$ cat src/rtl/emulador_teclado.sv
`default_nettype none
// +----------------------------------------------------------------------------+
// | Module      : emulador_teclado                                             |
// | Description : 4x4 keypad column emulator; presses one key for a hold time, |
// |               forces a release gap, then acks. Define EMULADOR_REBOTE_EN   |
// |               to add contact bounce at the start of each press.            |
// | Revision    : 1.0 - initial release                                        |
// +----------------------------------------------------------------------------+
module emulador_teclado #(
    parameter int HOLD_CYCLES   = 2_500_000,
    parameter int GAP_CYCLES    = 1_250_000,
    parameter int CNT_W         = 22,
    parameter int BOUNCE_CYCLES = 50_000,
    parameter int BOUNCE_PERIOD = 5_000
) (
    input  logic       CLOCK_50_in,
    input  logic       RESET_N_in,
    input  logic [3:0] barrido_in,
    input  logic [3:0] tecla_in,
    input  logic       req_in,
    output logic       busy_out,
    output logic       presionada_out,
    output logic       ack_out,
    output logic [3:0] GPIO_out
);

    typedef enum logic [1:0] {
        ST_IDLE  = 2'd0,
        ST_PRESS = 2'd1,
        ST_GAP   = 2'd2
    } state_t;

    // Zero-length hold/gap collapse to a single cycle.
    localparam logic [CNT_W-1:0] c_hold_lim = (HOLD_CYCLES > 1) ? CNT_W'(HOLD_CYCLES - 1) : '0;
    localparam logic [CNT_W-1:0] c_gap_lim  = (GAP_CYCLES > 1)  ? CNT_W'(GAP_CYCLES - 1)  : '0;

    state_t           r_state;
    logic [CNT_W-1:0] r_cnt;
    logic [3:0]       r_tecla;
    logic             r_busy;
    logic             r_pres;
    logic             r_ack;
    logic [3:0]       r_gpio;
    logic             w_gate;
    logic [3:0]       w_gpio_nxt;

`ifdef EMULADOR_REBOTE_EN
    localparam logic [CNT_W-1:0] c_bounce_len = CNT_W'(BOUNCE_CYCLES);
    localparam logic [CNT_W-1:0] c_bper_lim   = (BOUNCE_PERIOD > 1) ? CNT_W'(BOUNCE_PERIOD - 1) : '0;

    logic [CNT_W-1:0] r_bcnt;
    logic             r_bwave;

    // Square wave starts closed and toggles every BOUNCE_PERIOD cycles of PRESS.
    always_ff @(posedge CLOCK_50_in) begin
        if (!RESET_N_in) begin
            r_bcnt  <= '0;
            r_bwave <= 1'b1;
        end else if (r_state == ST_IDLE) begin
            r_bcnt  <= '0;
            r_bwave <= 1'b1;
        end else if (r_state == ST_PRESS) begin
            if (r_bcnt >= c_bper_lim) begin
                r_bcnt  <= '0;
                r_bwave <= ~r_bwave;
            end else begin
                r_bcnt <= r_bcnt + 1'b1;
            end
        end
    end

    assign w_gate = (r_cnt >= c_bounce_len) || r_bwave;
`else
    // Bounce settings only take effect with the macro defined.
    localparam int c_unused_bounce = BOUNCE_CYCLES + BOUNCE_PERIOD;

    assign w_gate = 1'b1;
`endif

    always_comb begin
        w_gpio_nxt = '0;
        if (r_state == ST_PRESS) begin
            w_gpio_nxt[r_tecla[1:0]] = barrido_in[r_tecla[3:2]] & w_gate;
        end
    end

    always_ff @(posedge CLOCK_50_in) begin
        if (!RESET_N_in) begin
            r_state <= ST_IDLE;
            r_cnt   <= '0;
            r_tecla <= '0;
            r_busy  <= 1'b0;
            r_pres  <= 1'b0;
            r_ack   <= 1'b0;
            r_gpio  <= '0;
        end else begin
            r_ack  <= 1'b0;
            r_gpio <= w_gpio_nxt;
            case (r_state)
                ST_IDLE: begin
                    r_busy <= 1'b0;
                    if (req_in) begin
                        r_state <= ST_PRESS;
                        r_tecla <= tecla_in;
                        r_cnt   <= '0;
                        r_busy  <= 1'b1;
                        r_pres  <= 1'b1;
                    end
                end
                ST_PRESS: begin
                    if (r_cnt >= c_hold_lim) begin
                        r_state <= ST_GAP;
                        r_cnt   <= '0;
                        r_pres  <= 1'b0;
                    end else begin
                        r_cnt <= r_cnt + 1'b1;
                    end
                end
                ST_GAP: begin
                    // busy stays high through the ack cycle; IDLE clears it next.
                    if (r_cnt >= c_gap_lim) begin
                        r_state <= ST_IDLE;
                        r_cnt   <= '0;
                        r_ack   <= 1'b1;
                    end else begin
                        r_cnt <= r_cnt + 1'b1;
                    end
                end
                default: begin
                    r_state <= ST_IDLE;
                    r_cnt   <= '0;
                    r_busy  <= 1'b0;
                    r_pres  <= 1'b0;
                end
            endcase
        end
    end

    assign busy_out       = r_busy;
    assign presionada_out = r_pres;
    assign ack_out        = r_ack;
    assign GPIO_out       = r_gpio;

endmodule
`default_nettype wire
$ cat config.mk
export PLATFORM = sky130hd
export DESIGN_NAME = emulador_teclado
export DESIGN_NICKNAME = d
export VERILOG_FILES = /design/src/rtl/emulador_teclado.sv
export SDC_FILE = /design/constraint.sdc
export NUM_CORES = 1
export LEC_CHECK = 0
export CAP_MARGIN = 5
export CORE_MARGIN = 2
export CORE_UTILIZATION = 30
export DETAILED_ROUTE_END_ITERATION = 12
export GPL_TIMING_DRIVEN = 0
export MAX_ROUTING_LAYER = met4
export PLACE_DENSITY = 0.5
export SYNTH_ARGS = -nofsm -noshare
export SYNTH_HDL_FRONTEND = slang
export SYNTH_SLANG_ARGS = --single-unit
$ cat constraint.sdc
create_clock -name CLOCK_50_in -period 6.5 [get_ports CLOCK_50_in]
set_input_delay 0.65 -clock CLOCK_50_in [delete_from_list [all_inputs] [get_ports CLOCK_50_in]]
set_output_delay 0.65 -clock CLOCK_50_in [all_outputs]
set_load 0.02 [all_outputs]
==> reports/metrics.yaml, run 1 <==
drt_wl_total_um: 4809
rows: 29
rsz0062_at_grt: "false"
max_slew.worst_pin.slew_ns: 0.9757
track_usage: 0.1485
drive_above_1_share: 0.1758
antenna_found_initial: 0
clk_pin_slew_worst_paths_ns: 0.07
crit_path_cell_trace: "clkdlybuf4s50_1 > nor2b_1 > clkbuf_1 > and2_1 > clkbuf_1 > clkbuf_8 > a21oi_1 > mux2i_1"
avgViaCountPerCell: 5.171
cts_buffer_depth: 2
dpl.hpwl_um: 3367
cpPeakStageDelay_ns: 0.56
ios: 18
syn_nets: 246
post_cts.repair.setup_buffers: 0
root_buffer: "clkbuf_8"
async_flop_share: 0
grt_overflow: 0
clk_latency_ns: 0.29
synth_area_per_cell_um2: 8.596
final-max-slew-violation-count: 0
netlist_instances: 231
holdWs_ns: 0.4635
critPathKind: "input port to register"
cts_tree: "yes"
crit_fanout: 10
leakage_nw: 0.8412
die_y_um: 85.36
cts_resized: 0
fp.coreArea_mm2: 0.006386
num_vias: 1722
cts_made_buffers: 5
ys_ff_latch: 35
dr.pass1.iters: 4
arrival_ns: 2.74
critPathRequiredTime_ns: 6.72
placed_cells: 325
grt_pass1_wl_um: 8197
drtIter0Drc: 75
cp_slowest_cell: "clkdlybuf4s50_1"
status: "completed"
cts.sinks: 35
min_path_type: "register to register"
clock_skew_ns: 0.008228
ir_worst_vdd_mv: 0.1733
report.final.hold_viol_count: 0
grt_max_degree: 12
io_buffers: 17
n_antenna_cell: 0
synth.distinct_cells: 53
gp_congestion: 0.8193
cap_violations: 0
tns_ns: 0
fin_util: 0.3711
synth_area_mm2: 0.001986
die_area_mm2: 0.007285
final_cells: 333
initial_core_util: 0.3109
grt_pass1_vias: 1605
slew_headroom: 0.3436
p_per_area_mw_per_mm2: 286.8
path_delay_family: "buffers and inverters"
drcViolationCount: 0
cts_hold_buf: 0
crit_top_cell: "clkbuf_1"
wl_per_cell_um: 14.44
cp-end-kind: "register"
ys_warn_count: 0
max_freq_mhz: 397.0
ys.flop_type: "dfxtp_1"
synth_edf_count: 0
drtAntennaViolNets: 0
ys_seq_area_frac: 0.3529
htreeDepth: 2
die_w_um: 85.36
cp-start-kind: "input port"
period_minus_slack_ns: 2.519
cp_num_buf_inv: 4
nets: 270
setup-violations-final: 0
fin_crit_sh: 0.3875
syn_to_final_growth_pct: 19.34
-- final timing paths --
check / start / endpoint / slack [ns] / depth (start not counted)
max: req_in / r_cnt[20] / 3.98 / 8
max reg2reg: r_cnt[5] / r_cnt[21] / 4.05 / 6
min: r_tecla[1] / GPIO_out[1] / 0.46 / 1
min reg2reg: r_tecla[1] / GPIO_out[1] / 0.46 / 1
-- registers in the layout (all words and copies together) (netlist names) --
signal          cells
r_cnt              22
GPIO_out            4
r_tecla             4
r_state             2
ack_out             1
busy_out            1
presionada_out      1
-- cell usage after synthesis (3+ instances only) --
cell | count | area (µm²)
nand4_1 | 6 | 37.54
a31oi_1 | 3 | 18.77
clkbuf_1 | 8 | 30.03
nor2b_1 | 5 | 31.28
nand3_1 | 23 | 115.1
nor3_1 | 4 | 20.02
dfxtp_1 | 35 | 700.7
a211oi_1 | 4 | 30.03
a21oi_1 | 7 | 35.03
nand2_1 | 31 | 116.4
o21ai_0 | 5 | 25.02
and2_1 | 3 | 18.77
a21o_2 | 5 | 43.79
o311ai_1 | 5 | 43.79
a22o_2 | 5 | 50.05
nor2_1 | 15 | 56.30
inv_1 | 8 | 30.03
ha_1 | 4 | 50.05
a21boi_0 | 4 | 30.03
mux2i_1 | 5 | 50.05
and3_2 | 4 | 30.03
-- cells by family after synthesis --
logic type | after synthesis | synth area share
XOR/XNOR | 2 | 0.008823
multiplexers | 5 | 0.02521
AND/OR/NAND/NOR | 108 | 0.2817
flip-flops | 35 | 0.3529
adder cells (fa/ha/maj) | 4 | 0.02521
AO/OA/AOI/OAI | 54 | 0.2224
buffers and inverters | 23 | 0.08381
-- routing by layer --
layer | part of all wire | vias up | global-route usage | wire, µm
li1 | - | 890 | - | -
met1 | 0.53 | 804 | 0.2053 | 2527
met2 | 0.43 | 24 | 0.2088 | 2089
met3 | 0.031 | 4 | 0.03794 | 151
met4 | 0.0085 | 0 | 0.05195 | 41
met5 | 0 | - | - | 0
-- area by class of cell --
class	count	area (µm²)
Sequential cell	35	700.7
Inverter	8	30.03
Clock inverter	2	35.03
Tap cell	77	96.34
Multi-Input combinational cell	173	1119
Buffer	15	136.4
Timing Repair Buffer	17	170.2
Fill cell	685	4016
Clock buffer	6	82.58
-- where the power goes --
| group | leakage (nW) | switching (W) | internal [W] |
|---|---|---|---|
| Combinational | 0.497 | 0.000130 | 0.0000940 |
| Clock | 0.0612 | 0.0000850 | 0.000124 |
| Sequential | 0.283 | 0.0000141 | 0.000232 |
| Total | 0.841 | 0.000229 | 0.000451 |
-- through the flow --
stage / cell area, µm² / setup slack [ns] / power, W
after global placement: 2252 / 3.684 / 0.0004765
after CTS: 2370 / 4.017 / 0.0006891
after global routing: 2370 / 3.842 / 0.0007252
after floorplan: 1986 / 4.352 / 0.0004115
after detailed placement: 2252 / 3.702 / 0.0004776
final: 2370 / 3.981 / 0.0006797
-- placed cells by master (no fill, tap or decap), drive strengths merged, types with 2 or more instances in the layout --
cell type,count
nor3,4
o311ai,5
clkbuf,17
o31ai,2
a21o,5
or4,3
nand2,32
o21ai,5
ha,4
a31oi,4
nor4,2
mux2i,5
nand4,6
nor2,15
and3,6
xor2,2
inv,8
and2,5
o211ai,2
a21oi,8
a211oi,4
clkdlybuf4s50,17
buf,2
nor2b,5
a22o,5
nand3,25
a21boi,4
dfxtp,35
a211o,3
Power figures use the tool's default switching activity.
==> run 2, diff against run 1 <==
==> constraint.sdc (replaced) <==
create_clock -name CLOCK_50_in -period 2.6 [get_ports CLOCK_50_in]
set_input_delay 0.26 -clock CLOCK_50_in [delete_from_list [all_inputs] [get_ports CLOCK_50_in]]
set_output_delay 0.26 -clock CLOCK_50_in [all_outputs]
set_load 0.02 [all_outputs]
==> reports/metrics.yaml, run 2 (same netlist as run 1, synthesis figures left out) <==
grt_pass1_wl_um: 8197  # unchanged
cts.sinks: 35  # unchanged
status: "completed"
grt_max_degree: 12  # unchanged
cp-end-kind: "register"
dr.pass1.iters: 4  # unchanged
root_buffer: "clkbuf_8"
post_cts.repair.setup_buffers: 0  # unchanged
cts_resized: 0  # unchanged
cts_buffer_depth: 2  # unchanged
grt_pass1_vias: 1605  # unchanged
rows: 29  # unchanged
min_path_type: "register to register"
crit_fanout: 10  # unchanged
initial_core_util: 0.3109  # unchanged
p_per_area_mw_per_mm2: 715.4  # +150%
worstReg2RegEnd: "r_cnt[17]"
top_register: "r_cnt"
setup-violations-final: 0  # unchanged
final_cell_mix: "dfxtp_1 (35), nand2_1 (31), nand3_1 (23)"
r2r_start: "r_state[0]"
period_minus_slack_ns: 2.390
die_w_um: 85.36  # unchanged
critPathKind: "register to register"
final_cells: 332  # -0.30%
rsz0062_at_grt: "false"
fp.coreArea_mm2: 0.006386  # unchanged
arrival_ns: 2.58  # -0.16 ns
avgViaCountPerCell: 5.184  # +0.24%
final-max-slew-violation-count: 0  # unchanged
fin_crit_sh: 0.9191
clock_skew_ns: 0.006486  # -0.001742 ns
max_freq_mhz: 418.5
syn_to_final_growth_pct: 19.47
largest_register_ffs: 22  # unchanged
register_area_um2: 700.7  # unchanged
drtAntennaViolNets: 0  # unchanged
drive_above_1_share: 0.1804  # +0.004611
ir_worst_vdd_mv: 0.4332  # +150%
n_fill_cell: 686  # +0.15%
place_area_mm2: 0.002252  # unchanged
num_vias: 1721  # -0.058%
htreeDepth: 2  # unchanged
placed_cells: 325  # unchanged
dpl.hpwl_um: 3367  # unchanged
antenna_found_initial: 0  # unchanged
die_y_um: 85.36  # unchanged
n_antenna_cell: 0  # unchanged
gp_congestion: 0.8193  # unchanged
report.final.hold_viol_count: 0  # unchanged
r2r_cells: 11  # +5
clk_pin_slew_worst_paths_ns: 0.07  # about the same
ios: 18  # unchanged
cts_hold_buf: 0  # unchanged
cap_violations: 0  # unchanged
track_usage: 0.1485  # unchanged
clk_latency_ns: 0.30  # about the same
hold_depth: 1  # unchanged
hold_start: "r_tecla[1]"
leakage_nw: 0.8401  # -0.13%
slew_headroom: 0.5938  # +0.2502
max_slew.worst_pin.slew_ns: 0.6043  # -0.3714 ns
drtIter0Drc: 74  # -1.3%
io_buffers: 17  # unchanged
final_common_cell: "dfxtp_1"
cp-start-kind: "register"
multiInputGateArea_mm2: 0.001125  # +0.56%
cts_made_buffers: 5  # unchanged
critPathRequiredTime_ns: 2.79  # -3.93 ns
hold_end: "GPIO_out[1]"
grt_overflow: 0  # unchanged
wl_per_cell_um: 14.45  # about the same
nets: 269  # -0.37%
reg2reg_slack_ns: 0.21  # -3.84 ns
drt_wl_total_um: 4798  # -0.23%
fin_area_mm2: 0.002372  # +0.11%
tns_ns: 0  # unchanged
die_area_mm2: 0.007285  # unchanged
drcViolationCount: 0  # unchanged
cts_tree: "yes"
[run 2: cell types whose count changed in the layout (fill, tap and decap cells not counted), sizes merged]
cell,delta
clkbuf,-1
[run 2: stage by stage]
stage                     setup WS [ns]  hold WS, ns  power (W)    util
final                            0.2103       0.4634   0.001697  0.3715
after global routing            0.02420       0.4787   0.001811  0.3715
after CTS                        0.1617       0.4682   0.001723  0.3711
after detailed placement         0.1767       0.4489   0.001194  0.3527
after global placement           0.1714       0.4509   0.001191  0.3527
after floorplan                  0.4517       0.3945   0.001029       -
[run 2: worst max-delay path by stage]
| stage | start | end | depth (start not counted) |
|---|---|---|---|
| after global routing | r_state[0] | r_cnt[21] | 11 |
| after CTS | r_state[0] | r_cnt[20] | 10 |
| final | r_state[0] | r_cnt[17] | 11 |
| after detailed placement | r_state[0] | r_cnt[20] | 10 |
| after floorplan | r_cnt[0] | r_cnt[14] | 6 |
| after global placement | r_state[0] | r_cnt[20] | 10 |
[run 2: metal layers]
layer / global-route usage / routed length, µm / up-vias
met5: - / 0 / -
met4: 0.05195 / 57 / 0
met3: 0.03794 / 160 / 5
met2: 0.2088 / 2105 / 25
met1: 0.2053 / 2475 / 806
li1: - / - / 885
[run 2: final cells by class]
cell class              instances  area share
flip-flops and latches         35      0.2954
clock buffers                   6     0.03481
plain buffers                  14     0.05591
repair buffers                 17     0.07173
clock inverters                 2     0.01477
multi-input cells             173      0.4742
inverters                       8     0.01266
well taps                      77     0.04061
[run 2: where the power goes]
part	leakage, nW	internal (W)	switching, W	total, W
Clock	0.0612	0.000310	0.000213	0.000523
Combinational	0.496	0.000234	0.000325	0.000558
Sequential	0.283	0.000581	0.0000352	0.000616
[run 2: critical path: stages (launching register included)]
cell	delay, ns
dfxtp_1	0.33
inv_1	0.08
ha_1	0.14
clkbuf_1	0.28
nor2b_1	0.17
clkbuf_1	0.30
and2b_2	0.30
nand2_1	0.08
a21oi_2	0.06
buf_6	0.16
a21o_2	0.19
a22o_2	0.20
